[config.mk]
export PLATFORM = sky130hd
export DESIGN_NAME = scan_sel_gen
export DESIGN_NICKNAME = d
export VERILOG_FILES = /design/src/rtl/scan_pkg.sv /design/src/rtl/next_chan_find.sv /design/src/rtl/scan_sel_gen.sv
export SDC_FILE = /design/constraint.sdc
export NUM_CORES = 1
export LEC_CHECK = 0
export ABC_AREA = 1
export CAP_MARGIN = 15
export CORE_ASPECT_RATIO = 1.75
export CORE_MARGIN = 2
export CORE_UTILIZATION = 30
export CTS_CLUSTER_DIAMETER = 30
export DETAILED_ROUTE_END_ITERATION = 8
export PLACE_DENSITY = 0.5
export SYNTH_ARGS = -nofsm -noshare
export SYNTH_HDL_FRONTEND = slang
export SYNTH_SLANG_ARGS = --single-unit
[constraint.sdc]
create_clock -name clk -period 1.9 [get_ports clk]
set_input_delay 0.475 -clock clk [delete_from_list [all_inputs] [get_ports clk]]
set_output_delay 0.475 -clock clk [all_outputs]
set_load 0.01 [all_outputs]
[src/rtl/scan_pkg.sv]
// Shared types and sizes for the scan select generator.
// Four channels addressed by a 2-bit index; the FSM has two states.
package scan_pkg;

  localparam int NCH   = 4;
  localparam int SEL_W = 2;

  typedef enum logic {
    IDLE = 1'b0,
    RUN  = 1'b1
  } state_t;

endpackage

[src/rtl/next_chan_find.sv]
// Combinational search for the next enabled channel, ascending and modulo NCH; zero latency.
// No flow control; returns sel unchanged when no channel is enabled.
module next_chan_find
  import scan_pkg::*;
(
  input  logic [SEL_W-1:0] sel,
  input  logic [NCH-1:0]   mask,
  input  logic             incl,
  output logic [SEL_W-1:0] target
);

  logic [SEL_W-1:0] idx;

  // Walk offsets from farthest to nearest so the closest enabled channel wins.
  // Exclusive search spans offsets 1..NCH, so a lone enabled channel finds itself.
  always_comb begin
    target = sel;
    idx    = sel;
    for (int k = NCH - 1; k >= 0; k--) begin
      idx = sel + SEL_W'(k) + SEL_W'(!incl);
      if (mask[idx]) target = idx;
    end
  end

endmodule

[src/rtl/scan_sel_gen.sv]
// Channel-select scanner: prescaler-paced or single-stepped; outputs one cycle after the deciding edge.
// No backpressure; en=0 or an empty mask returns to IDLE on the next edge.
module scan_sel_gen
  import scan_pkg::*;
#(
  parameter int DIV_W = 16
) (
  input  logic             clk,
  input  logic             rst,
  input  logic             en,
  input  logic             mode,
  input  logic             step,
  input  logic [DIV_W-1:0] div,
  input  logic [NCH-1:0]   mask,
  output logic [SEL_W-1:0] sel,
  output logic             sel_vld,
  output logic             tick,
  output logic             wrap
);

  state_t           state;
  logic [DIV_W-1:0] cnt;
  logic             mode_q;
  logic             run_ok;
  logic             mode_chg;
  logic             advance;
  logic [SEL_W-1:0] target;

  assign run_ok   = en && (|mask);
  assign mode_chg = (mode != mode_q);

  // A mode switch only clears the prescaler; the advance resumes from the new mode next cycle.
  always_comb begin
    advance = 1'b0;
    if (!mode_chg) advance = mode ? step : (cnt >= div);
  end

  // Inclusive search when entering RUN, exclusive search for every advance.
  next_chan_find u_find (
    .sel    (sel),
    .mask   (mask),
    .incl   (state == IDLE),
    .target (target)
  );

  always_ff @(posedge clk or posedge rst) begin
    if (rst) begin
      state   <= IDLE;
      sel     <= '0;
      cnt     <= '0;
      mode_q  <= 1'b0;
      sel_vld <= 1'b0;
      tick    <= 1'b0;
      wrap    <= 1'b0;
    end else begin
      mode_q <= mode;
      tick   <= 1'b0;
      wrap   <= 1'b0;
      case (state)
        IDLE: begin
          cnt <= '0;
          if (run_ok) begin
            state   <= RUN;
            sel     <= target;
            sel_vld <= 1'b1;
          end else begin
            sel_vld <= 1'b0;
          end
        end
        RUN: begin
          if (!run_ok) begin
            state   <= IDLE;
            cnt     <= '0;
            sel_vld <= 1'b0;
          end else begin
            sel_vld <= 1'b1;
            if (mode_chg || mode || (cnt >= div)) cnt <= '0;
            else                                   cnt <= cnt + DIV_W'(1);
            if (advance) begin
              sel  <= target;
              tick <= 1'b1;
              wrap <= (target <= sel);
            end
          end
        end
        default: state <= IDLE;
      endcase
    end
  end

endmodule

==> impl_metrics.py <==
metrics = {
    "run": {
        "max_cap_violations": 0,
    },
    "yosys": {
        "synthesis.nets": 301,
        "synth_top_area_share": 0.299,
        "synth.top_cells.by_area": "dfrtp_1 (30%), ha_1 (15%), nand2_1 (13%)",
        "mappedNetlistArea_mm2": 0.00184,
        "synth_enable_flop_cells": 0,
        "ys_ff_latch": 22,
        "synthesis.yosys.warnings": 0,
        "seq_area_frac_synth": 0.299,
        "synthDominantAreaCellType": "dfrtp_1",
        "postSynth.topFlopCell": "dfrtp_1",
        "synthDistinctLibCells": 31,
        "synthesis.instances": 254,
        "synth_commonest_cells": "nand2_1 (65), inv_1 (49), dfrtp_1 (22), ha_1 (22), nor2_1 (19)",
        "synth.most_common_cell": "nand2_1",
        "syn_area_per_cell_um2": 7.26,
        "postSynth.asyncResetShare": 1.00,
    },
    "final_layout": {
        "final_cell_count_without_fillers": 381,
        "area_growth_pct": 44.7,
        "final_nets": 351,
        "drive_above_1_share": 0.327,
        "antenna-diode-count": 0,
    },
    "timing": {
        "maxSlewViolCount": 0,
        "maxClockFrequency_mhz": 498,
        "final-setup-viol-count": 1,
        "period_share": 1.06,
        "final_hold_viol_count": 0,
        "slew_headroom": 0.811,
        "rsz_0062_raised_after_global_routing": "true",
        "worst_slack_ns": -0.108,
        "skew_ns": 0.00204,
        "max_slew.worst_pin.slew_ns": 0.283,
        "finalCriticalPeriod_ns": 2.01,
    },
    "worst_setup_path": {
        "timing.critical_path.cells": "inv_2 -> ha_4 -> nand2_1 -> o21ai_2 -> nand2_1 -> nand3_1 -> nand2_1 -> nand2_1 -> nand2_1 -> nand2_1 -> nand2_1 -> inv_1 -> ha_4 -> inv_1 -> a21oi_2 -> a21oi_2 -> nor3_1",
        "reg_to_reg_setup_timing_slack_ns": -0.11,
        "worstReg2RegEnd": "wrap",
        "worst_path_most_repeated_cell": "nand2_1",
        "crit_end": "wrap",
        "worst-endpoint-required_ns": 2.08,
        "crit_path_launch": "state",
        "critical_path.n_buffers_inverters": 3,
        "slowest_delay_ns": 0.38,
        "worst-path-stages": 17,
        "worstReg2RegStart": "state",
        "path_max_fanout": 9,
        "endpoint_kind": "register",
        "crit_type": "reg -> reg",
        "path_delay_family": "simple AND/OR/NAND/NOR gates",
        "slowest_library_cell_on_the_worst_path": "dfrtp_2",
        "worst_r2r_path_depth": 17,
        "cp.arrival_ns": 2.19,
        "worstSetupStartpointType": "register",
    },
    "grt": {
        "grt-ovfl-total": 0,
        "first_global_vias": 1710,
        "grt_use_met3": 0.0136,
        "busiest_layer": "met2",
        "grt_first_pass_wirelength_mm": 6.97,
        "gr-usage-met2": 0.266,
        "grtUsageMet1": 0.122,
        "grt_start_max_net_pins": 23,
        "number_of_antenna_violations_at_the_first_check_in_global_routing": 0,
        "grt_use_total": 0.129,
    },
    "floorplan": {
        "chipHeight_um": 108,
        "die_width_um": 63.3,
        "floorplan.core_area_mm2": 0.00593,
        "placementRows": 37,
        "die_area_mm2": 0.00681,
        "floorplan.io_pins": 30,
        "initial_core_util": 0.311,
    },
    "drt": {
        "postRouteWirelength_mm": 4.05,
        "antenna_left": 0,
        "wl_per_cell_um": 10.6,
        "firstDrtPassIters": 4,
        "drc": 0,
        "initialDrtViolationCount": 23,
        "vias_per_cell": 4.46,
        "dr_total_vias": 1700,
    },
    "clock_tree": {
        "cts-htree-levels": 1,
        "ctsHoldBuffers": 0,
        "clk_transition_reported_paths_ns": 0.08,
        "insertion_delay_ns": 0.26,
        "cts_tree": "done",
        "root_buffer": "clkbuf_8",
        "ctsLongestPathBuffers": 2,
        "clock_sink_count": 22,
        "tritoncts.num_buffers": 3,
    },
    "power_and_ir_drop": {
        "pwr-share-comb": 0.569,
        "fraction_of_power_spent_switching_nets": 0.391,
        "internal_power_mw": 1.23,
        "vdd_drop_max_mv": 0.573,
        "p_leak_nw": 1.30,
        "post-layout-total-power_mw": 2.01,
        "pwrdens_mw_per_mm2": 756,
        "p_clk_frac": 0.167,
        "p_switching_mw": 0.789,
        "relative_contribution_of_sequential_cells_to_total_power": 0.264,
    },
    "min_path": {
        "hp-class": "reg -> reg",
    },
    "placed_design": {
        "pre_cts_slack_ns": -0.498,
        "place.detailed.instances": 375,
        "placement.io_buffers": 29,
        "place.detailed.hpwl_mm": 3.28,
        "routabilityCongestion": 0.837,
    },
    "run_status": {
        "violations": "setup timing",
        "outcome": "complete, but fails checks",
    },
}
## stage by stage
step           hold slack (ns)   util  TNS (ns)  cell area, um2
2_1_floorplan            0.431      -    -0.129            1850
3_3_place_gp             0.461  0.394     -8.51            2340
3_5_place_dp             0.462  0.394     -8.40            2340
4_1_cts                  0.488  0.444    -0.128            2630
5_1_grt                  0.512  0.450    -0.364            2670
6_report                 0.480  0.450    -0.108            2670
## cell families after synthesis
kind of cell | count (synthesis) | synth area share
fa+ha+maj | 22 | 0.149
xor+xnor | 7 | 0.0373
simple gates | 120 | 0.308
buf+inv | 57 | 0.124
compound gates | 26 | 0.0828
flops | 22 | 0.299
## flip-flops by register name, summed over array words and instances (netlist names)
name / cells
mode_q: 1
sel: 2
tick: 1
state: 1
wrap: 1
cnt: 16
## per-layer routing
metal  vias to the layer above  part of all wire  wire (um)
met5                         -                 0          0
met4                         0             0.027        111
met3                         8             0.020         79
met2                        23              0.60       2430
met1                       784              0.35       1430
li1                        885                 -          -
## cells in the final DEF (no fill, tap or decap), types with 10 or more instances in the layout
cell type / instances
nor2_1: 16
inv_2: 18
buf_4: 15
dfrtp_1: 19
nand2_1: 56
inv_1: 36
ha_1: 10
nand2_2: 13
clkdlybuf4s50_1: 12
dlygate4sd2_1: 15
ha_4: 12
## how the worst min path moves through the flow
stage	slack (ns)	end	cells after the start	startpoint
6_report	0.48	cnt[0]	1	cnt[0]
3_3_place_gp	0.46	cnt[15]	1	cnt[15]
2_1_floorplan	0.43	cnt[15]	1	cnt[15]
5_1_grt	0.51	cnt[0]	1	cnt[0]
3_5_place_dp	0.46	cnt[15]	1	cnt[15]
4_1_cts	0.49	cnt[0]	1	cnt[0]
## what timing repair did
action | CTS | global route
resized for setup | 65 | 11
setup endpoints to repair | 21 | 16
pin swaps | 39 | 15
buffers inserted | 3 | 0
## final cells by class
type,instances,area (um2)
inverter,55,209
multi-input combinational,175,1330
timing repair buffer,47,423
tap,78,97.6
sequential,22,554
clock buffer,4,55.1
fill,642,3260
## power by group through the flow
stage | Combinational (mW) | Sequential, mW | Clock [mW]
after global placement | 0.956 | 0.535 | 0
after floorplan | 0.670 | 0.541 | 0
final | 1.15 | 0.532 | 0.336
after CTS | 1.15 | 0.534 | 0.353
after global routing | 1.30 | 0.538 | 0.377
after detailed placement | 0.963 | 0.535 | 0
(Power assumes the default switching activity.)
